[src/rtl/riscv_pkg.sv]
// Shared definitions for the RISC-V integer core datapath.
//   XLEN        default integer data width
//   NREGS_DEF   default architectural register count
//   reg_addr_t  register index type for the default register count
//   REG_ZERO    index of the hard-wired zero register
package riscv_pkg;

  localparam int XLEN      = 32;
  localparam int NREGS_DEF = 32;
  localparam int REG_ZERO  = 0;

  typedef logic [$clog2(NREGS_DEF)-1:0] reg_addr_t;

endpackage

[src/rtl/reg_file_read_port.sv]
// One registered read port of the integer register file.
// Selects the addressed entry, masks the zero register, optionally forwards
// a same-edge write and registers data plus busy flag.
//   clk, reset   clock, asynchronous active-high reset
//   rd_en        port enable; when low the outputs are cleared at the edge
//   rd_addr      register index to read
//   regs_flat    flattened register array, entry i at [i*XLEN +: XLEN]
//   busy_vec     current busy bits
//   wr_en/addr/data  write port of the same edge, used for forwarding
//   rd_data      registered read data
//   rd_busy      registered busy flag of the addressed register
module reg_file_read_port #(
  parameter int XLEN     = 32,
  parameter int NREGS    = 32,
  parameter int BYPASS   = 1,
  parameter int ZERO_REG = 1,
  parameter int AW       = $clog2(NREGS)
) (
  input  logic                  clk,
  input  logic                  reset,
  input  logic                  rd_en,
  input  logic [AW-1:0]         rd_addr,
  input  logic [NREGS*XLEN-1:0] regs_flat,
  input  logic [NREGS-1:0]      busy_vec,
  input  logic                  wr_en,
  input  logic [AW-1:0]         wr_addr,
  input  logic [XLEN-1:0]       wr_data,
  output logic [XLEN-1:0]       rd_data,
  output logic                  rd_busy
);
  import riscv_pkg::*;

  logic [XLEN-1:0] w_stored;
  logic            w_stored_busy;
  logic            w_is_zero;
  logic            w_fwd;
  logic [XLEN-1:0] r_rd_data;
  logic            r_rd_busy;

  assign w_stored      = regs_flat[rd_addr*XLEN +: XLEN];
  assign w_stored_busy = busy_vec[rd_addr];
  assign w_is_zero     = (ZERO_REG != 0) && (rd_addr == AW'(REG_ZERO));
  // Forward only the write; a same-edge reserve is deliberately not forwarded.
  assign w_fwd         = (BYPASS != 0) && wr_en && (wr_addr == rd_addr);

  always_ff @(posedge clk or posedge reset) begin
    if (reset) begin
      r_rd_data <= '0;
      r_rd_busy <= 1'b0;
    end else if (!rd_en || w_is_zero) begin
      r_rd_data <= '0;
      r_rd_busy <= 1'b0;
    end else if (w_fwd) begin
      r_rd_data <= wr_data;
      r_rd_busy <= 1'b0;
    end else begin
      r_rd_data <= w_stored;
      r_rd_busy <= w_stored_busy;
    end
  end

  assign rd_data = r_rd_data;
  assign rd_busy = r_rd_busy;

endmodule

[src/rtl/reg_file.sv]
// Multi-port integer register file with per-register busy (scoreboard) bits.
//   clk, reset   clock, asynchronous active-high reset
//   rd_en        per-port read enable (NREAD)
//   rd_addr      packed read addresses, port p at [p*AW +: AW]
//   rd_data      packed registered read data, port p at [p*XLEN +: XLEN]
//   rd_busy      registered busy flag per port
//   wr_en/addr/data  write port; a write clears the busy bit
//   resv_en/addr     reserve port; sets the busy bit, wins over a write
//   busy_vec     live busy bits
module reg_file #(
  parameter int XLEN     = riscv_pkg::XLEN,
  parameter int NREGS    = riscv_pkg::NREGS_DEF,
  parameter int NREAD    = 2,
  parameter int BYPASS   = 1,
  parameter int ZERO_REG = 1,
  parameter int AW       = $clog2(NREGS)
) (
  input  logic                  clk,
  input  logic                  reset,
  input  logic [NREAD-1:0]      rd_en,
  input  logic [NREAD*AW-1:0]   rd_addr,
  output logic [NREAD*XLEN-1:0] rd_data,
  output logic [NREAD-1:0]      rd_busy,
  input  logic                  wr_en,
  input  logic [AW-1:0]         wr_addr,
  input  logic [XLEN-1:0]       wr_data,
  input  logic                  resv_en,
  input  logic [AW-1:0]         resv_addr,
  output logic [NREGS-1:0]      busy_vec
);
  import riscv_pkg::*;

  logic [NREGS-1:0][XLEN-1:0] r_regs;
  logic [NREGS-1:0]           r_busy;
  logic [NREGS*XLEN-1:0]      w_regs_flat;
  logic                       w_wr_ok;
  logic                       w_resv_ok;

  assign w_wr_ok   = wr_en   && !((ZERO_REG != 0) && (wr_addr   == AW'(REG_ZERO)));
  assign w_resv_ok = resv_en && !((ZERO_REG != 0) && (resv_addr == AW'(REG_ZERO)));

  // Reserve is applied after the write so that it wins on the same address.
  always_ff @(posedge clk or posedge reset) begin
    if (reset) begin
      r_regs <= '0;
      r_busy <= '0;
    end else begin
      if (w_wr_ok) begin
        r_regs[wr_addr] <= wr_data;
        r_busy[wr_addr] <= 1'b0;
      end
      if (w_resv_ok) begin
        r_busy[resv_addr] <= 1'b1;
      end
    end
  end

  assign w_regs_flat = r_regs;
  assign busy_vec    = r_busy;

  for (genvar p = 0; p < NREAD; p++) begin : g_rd
    reg_file_read_port #(
      .XLEN    (XLEN),
      .NREGS   (NREGS),
      .BYPASS  (BYPASS),
      .ZERO_REG(ZERO_REG),
      .AW      (AW)
    ) u_rd_port (
      .clk      (clk),
      .reset    (reset),
      .rd_en    (rd_en[p]),
      .rd_addr  (rd_addr[p*AW +: AW]),
      .regs_flat(w_regs_flat),
      .busy_vec (r_busy),
      .wr_en    (w_wr_ok),
      .wr_addr  (wr_addr),
      .wr_data  (wr_data),
      .rd_data  (rd_data[p*XLEN +: XLEN]),
      .rd_busy  (rd_busy[p])
    );
  end

endmodule

[config.mk]
export PLATFORM = sky130hd
export DESIGN_NAME = reg_file
export DESIGN_NICKNAME = d
export VERILOG_FILES = /design/src/rtl/riscv_pkg.sv /design/src/rtl/reg_file_read_port.sv /design/src/rtl/reg_file.sv
export SDC_FILE = /design/constraint.sdc
export NUM_CORES = 2
export LEC_CHECK = 0
export CORE_MARGIN = 1.5
export CORE_UTILIZATION = 25
export DETAILED_ROUTE_END_ITERATION = 16
export HOLD_SLACK_MARGIN = 0.08
export PLACE_DENSITY = 0.4
export SYNTH_ARGS = -nofsm -noshare
export SYNTH_HDL_FRONTEND = slang
export SYNTH_HIERARCHICAL = 1
export SYNTH_SLANG_ARGS = --single-unit
[constraint.sdc]
create_clock -name clk -period 67.8 [get_ports clk]
set_clock_uncertainty 0.15 [all_clocks]
set_input_delay 13.56 -clock clk [delete_from_list [all_inputs] [get_ports clk]]
set_output_delay 13.56 -clock clk [all_outputs]
set_load 0.01 [all_outputs]
==> report_table.html <==
<table>
<tr><th>Metric</th><th>Value</th></tr>
<tr><th colspan="2">STA</th></tr>
<tr><td>Final Hold Violating Endpoints</td><td>0</td></tr>
<tr><td>Slew HR</td><td>11.92%</td></tr>
<tr><td>Tightest Pin Transition</td><td>1317 ps</td></tr>
<tr><td>Count of endpoints failing setup in the final report</td><td>0</td></tr>
<tr><td>Unrepaired setup endpoints after global routing</td><td>no</td></tr>
<tr><td>Total negative slack</td><td>0 ps</td></tr>
<tr><td>Number of pins with negative max-slew slack in the final report</td><td>0</td></tr>
<tr><td>Worst hold slack</td><td>245.1 ps</td></tr>
<tr><td>Final period util</td><td>25.61%</td></tr>
<tr><td>Min Tclk post-route</td><td>17360 ps</td></tr>
<tr><td>Highest achievable clock rate</td><td>57.60 MHz</td></tr>
<tr><td>Slack of the critical path</td><td>50440 ps</td></tr>
<tr><th colspan="2">Setup path</th></tr>
<tr><td>Critical path class</td><td>input port to flop</td></tr>
<tr><td>Worst Path Max Fanout</td><td>77</td></tr>
<tr><td>Data required time at the worst endpoint</td><td>68320 ps</td></tr>
<tr><td>Crit. Startpoint</td><td>rd_addr[5]</td></tr>
<tr><td>Reg-to-Reg Start</td><td>r_regs[507]$_DFFE_PP0P_</td></tr>
<tr><td>Endpoint arrival time on the critical path</td><td>17880 ps</td></tr>
<tr><td>Critical path cell sequence</td><td>buf_8 &gt; buf_4 &gt; buf_4 &gt; buf_12 &gt; mux4_2 &gt; a22o_1 &gt; a2111oi_1 &gt; a211oi_1 &gt; a21o_1</td></tr>
<tr><td>Cell with the most instances on the worst path</td><td>buf_4</td></tr>
<tr><td>Kind of capture point of the worst setup path</td><td>flop</td></tr>
<tr><td>Cell with the largest stage delay on the worst path</td><td>buf_4</td></tr>
<tr><td>Startpoint kind of the worst setup timing path</td><td>input port</td></tr>
<tr><td>Maximum single-stage delay on the critical path</td><td>700 ps</td></tr>
<tr><th colspan="2">Floorplanning</th></tr>
<tr><td>Area of the core</td><td>230600 um^2</td></tr>
<tr><td>Vertical die dimension</td><td>485.1 um</td></tr>
<tr><td>Number of I/O pins</td><td>156</td></tr>
<tr><td>Starting density of the core</td><td>25.20%</td></tr>
<tr><td>Die X</td><td>485.1 um</td></tr>
<tr><td>Total number of placement rows</td><td>176</td></tr>
<tr><td>Area of the die</td><td>235300 um^2</td></tr>
<tr><th colspan="2">Placement</th></tr>
<tr><td>Post-DP HPWL</td><td>131600 um</td></tr>
<tr><td>Placer's final routability congestion estimate</td><td>0.7507</td></tr>
<tr><td>Setup Slack @ Placement</td><td>49610 ps</td></tr>
<tr><td>Total of buffers placed on input and output ports</td><td>155</td></tr>
<tr><th colspan="2">Drt</th></tr>
<tr><td>Avg Vias per Cell</td><td>5.392</td></tr>
<tr><td>Post-route antenna net violation count</td><td>0</td></tr>
<tr><td>Detailed route wirelength on metal3</td><td>9953 um</td></tr>
<tr><td>Top routing layer used</td><td>met5</td></tr>
<tr><td>Met1 layer wirelength in the final routing</td><td>109900 um</td></tr>
<tr><td>Total via count after detailed routing</td><td>37783</td></tr>
<tr><td>Drt initial violations</td><td>2879</td></tr>
<tr><td>Length of routed met2 wiring</td><td>113000 um</td></tr>
<tr><td>Detailed Route WL</td><td>238600 um</td></tr>
<tr><td>DRC violation count after routing</td><td>0</td></tr>
<tr><td>First-pass iteration count of the detailed router</td><td>5</td></tr>
<tr><td>Average wire length per cell after detail routing</td><td>34.06 um</td></tr>
<tr><th colspan="2">Global route</th></tr>
<tr><td>Antenna violations before repair</td><td>19</td></tr>
<tr><td>Wire length of the first global-routing pass</td><td>334600 um</td></tr>
<tr><td>Pin count of the biggest net entering global routing</td><td>151</td></tr>
<tr><td>Overflow after GRT</td><td>0</td></tr>
<tr><td>Total routing resource utilization after global routing</td><td>20.12%</td></tr>
<tr><td>Number of global-route vias before repair</td><td>39264</td></tr>
<tr><th colspan="2">Synth</th></tr>
<tr><td>Average cell area after synthesis</td><td>14.81 um^2</td></tr>
<tr><td>Ys flop type</td><td>dfrtp_1</td></tr>
<tr><td>Cell count after synthesis</td><td>3922</td></tr>
<tr><td>Top cells by area in the synthesized netlist</td><td>dfrtp_1 (48%), mux2_2 (18%), mux4_2 (15%), mux2i_1 (4.5%), mux2_1 (1.7%)</td></tr>
<tr><td>Sequential fraction of the synthesis area</td><td>48.33%</td></tr>
<tr><td>Syn nets</td><td>3980</td></tr>
<tr><td>Total of warnings raised by yosys</td><td>6</td></tr>
<tr><td>Unique masters post-synth</td><td>53</td></tr>
<tr><td>Number of flops mapped to enable cells by yosys</td><td>0</td></tr>
<tr><td>Top cell type's share of synthesized area</td><td>48.33%</td></tr>
<tr><td>Async S/R FF share, synth</td><td>100.0%</td></tr>
<tr><td>Summed instance area of the synthesized netlist</td><td>58100 um^2</td></tr>
<tr><td>Post-synthesis cell type with the largest combined area</td><td>dfrtp_1</td></tr>
<tr><td>Flip-flop and latch count after synthesis</td><td>1122</td></tr>
<tr><th colspan="2">Hold path</th></tr>
<tr><td>Hold Crit Class</td><td>flop to flop</td></tr>
<tr><td>Launch instance of the worst min-delay path</td><td>r_regs[26]$_DFFE_PP0P_</td></tr>
<tr><th colspan="2">CTS</th></tr>
<tr><td>Maximum clock insertion buffer count</td><td>3</td></tr>
<tr><td>Number of buffers created by CTS</td><td>136</td></tr>
<tr><td>Post-CTS Setup Bufs</td><td>0</td></tr>
<tr><td>Clock slew at reported path FFs</td><td>60 ps</td></tr>
<tr><td>Resize count post-CTS</td><td>0</td></tr>
<tr><td>H-tree lvl count</td><td>4</td></tr>
<tr><td>Source-to-sink clock delay at the later pin of the worst-skew pair</td><td>780 ps</td></tr>
<tr><td>Number of clock sinks seen by CTS</td><td>1122</td></tr>
<tr><td>Buffer type at the clock tree root</td><td>clkbuf_16</td></tr>
<tr><td>Cts-stage hold buffer count</td><td>0</td></tr>
<tr><td>Clock tree from TritonCTS</td><td>yes</td></tr>
<tr><th colspan="2">Finish</th></tr>
<tr><td>Proportion of layout cells with a drive suffix above 1</td><td>42.57%</td></tr>
<tr><td>Area of the multi-input gates</td><td>28100 um^2</td></tr>
<tr><td>Commonest cells after routing, fill and taps aside</td><td>dfrtp_1 (1122), mux2_2 (909), mux4_2 (396), mux2i_1 (264), clkdlybuf4s50_1 (147)</td></tr>
<tr><td>Number of nets at the end of the flow</td><td>3929</td></tr>
<tr><td>Register Area</td><td>28080 um^2</td></tr>
<tr><td>Most frequent standard cell in the layout excluding fill and tap cells</td><td>dfrtp_1</td></tr>
<tr><td>Post-synthesis to final-layout area growth</td><td>15.25%</td></tr>
<tr><td>Number of fill cells in the layout</td><td>22921</td></tr>
<tr><th colspan="2">Power and ir drop</th></tr>
<tr><td>Combinational share of power</td><td>19.0%</td></tr>
<tr><td>Sw frac</td><td>28.17%</td></tr>
<tr><td>Sequential power share</td><td>44.1%</td></tr>
<tr><td>Internal Pwr Total</td><td>1.449 mW</td></tr>
<tr><td>Clock power frac</td><td>36.9%</td></tr>
<tr><td>Switch Pwr</td><td>568.2 uW</td></tr>
<tr><td>Max IR drop VDD</td><td>0.01645 mV</td></tr>
<tr><td>Total power draw</td><td>2.017 mW</td></tr>
<tr><td>Lkg Pwr</td><td>28.27 nW</td></tr>
<tr><td>Power Density</td><td>30.12 nW/um^2</td></tr>
<tr><th colspan="2">Flow run</th></tr>
<tr><td>Max Cap Viol</td><td>0</td></tr>
<tr><th colspan="2">Outcome</th></tr>
<tr><td>Run status</td><td>finished clean</td></tr>
</table>
flip-flops by register name (all words and copies together) (netlist names):
name and count:
r_regs 1024, g_rd.u_rd_port/rd_busy 2, g_rd.u_rd_port/rd_data 64, busy_vec 32
synthesized netlist by cell type (3+ instances only):
master,count
dfrtp_1,1122
mux2_2,909
mux4_2,396
mux2i_1,264
clkbuf_1,234
buf_2,132
mux2_1,87
a22oi_1,84
a22o_1,70
o22ai_1,68
a211oi_1,66
o221ai_1,66
a21oi_1,64
buf_4,54
a21o_1,44
a2111oi_1,38
o21ai_0,32
o2bb2ai_1,27
buf_1,21
buf_6,18
nand2_1,18
nor2_1,17
nor2_2,8
nor2b_1,8
xor2_1,8
nand3_1,5
a32o_1,4
nand2b_1,4
nand3b_1,4
nor3_1,4
nor4bb_1,4
inv_1,3
nand3_2,3
or3_1,3
cell families after synthesis:
group,share of synthesized area (%)
AOI/OAI and AO/OA,7.426
xor gates and xnor gates,0.1508
buffers and inverters,3.851
DFF,48.33
muxes,39.20
and+or+nand+nor,1.042
path summary, 6_finish.rpt:
path	end	slack (ps)	cells past startpoint
worst max-delay path	g_rd[1].u_rd_port/rd_data[7]$_DFF_PP0_	50440	9
worst min-delay path	r_regs[26]$_DFFE_PP0P_	250	0
worst max register to register	g_rd[0].u_rd_port/rd_data[27]$_DFF_PP0_	65200	5
worst min register to register	r_regs[26]$_DFFE_PP0P_	250	0
max in group asynchronous	r_regs[250]$_DFFE_PP0P_	50880	5
min in group asynchronous	g_rd[1].u_rd_port/rd_data[9]$_DFF_PP0_	13140	2
stage by stage:
stage | instances | util, % | cell area (um^2)
after floorplan | 3922 | - | 58100
after global placement | 6759 | 27.10 | 62480
after detailed placement | 6759 | 27.10 | 62480
after CTS | 7003 | 29.04 | 66950
after global routing | 7005 | 29.04 | 66950
final | 7007 | 29.04 | 66960
cell type report:
class / instances / share of cell area, %
Sequential cell: 1122 / 41.93
Timing Repair Buffer: 270 / 3.736
Tap cell: 3026 / 5.655
Inverter: 3 / 0.02803
Clock inverter: 26 / 0.3775
Clock buffer: 218 / 6.288
Multi-Input combinational cell: 2338 / 41.97
Antenna cell: 4 / 0.01495
critical path, delay by kind of cell:
| family | cells | cell delay [ps] |
|---|---|---|
| multiplexers | 1 | 590 |
| buffers and inverters | 4 | 2480 |
| AO/OA/AOI/OAI | 4 | 1010 |
layer usage:
metal | track usage, % | up-vias
met3 | 2.792 | 279
met5 | 0 | -
li1 | - | 15207
met2 | 32.35 | 986
met1 | 28.25 | 21303
met4 | 5.418 | 8
power by group through the flow:
stage | Clock, mW | Combinational (mW) | Sequential [mW]
after detailed placement | 0 | 0.385 | 0.899
after CTS | 0.766 | 0.386 | 0.888
final | 0.744 | 0.383 | 0.890
after floorplan | 0 | 0.281 | 0.871
after global routing | 0.791 | 0.410 | 0.907
after global placement | 0 | 0.381 | 0.896
No activity file was read; power rests on OpenSTA's default activity.
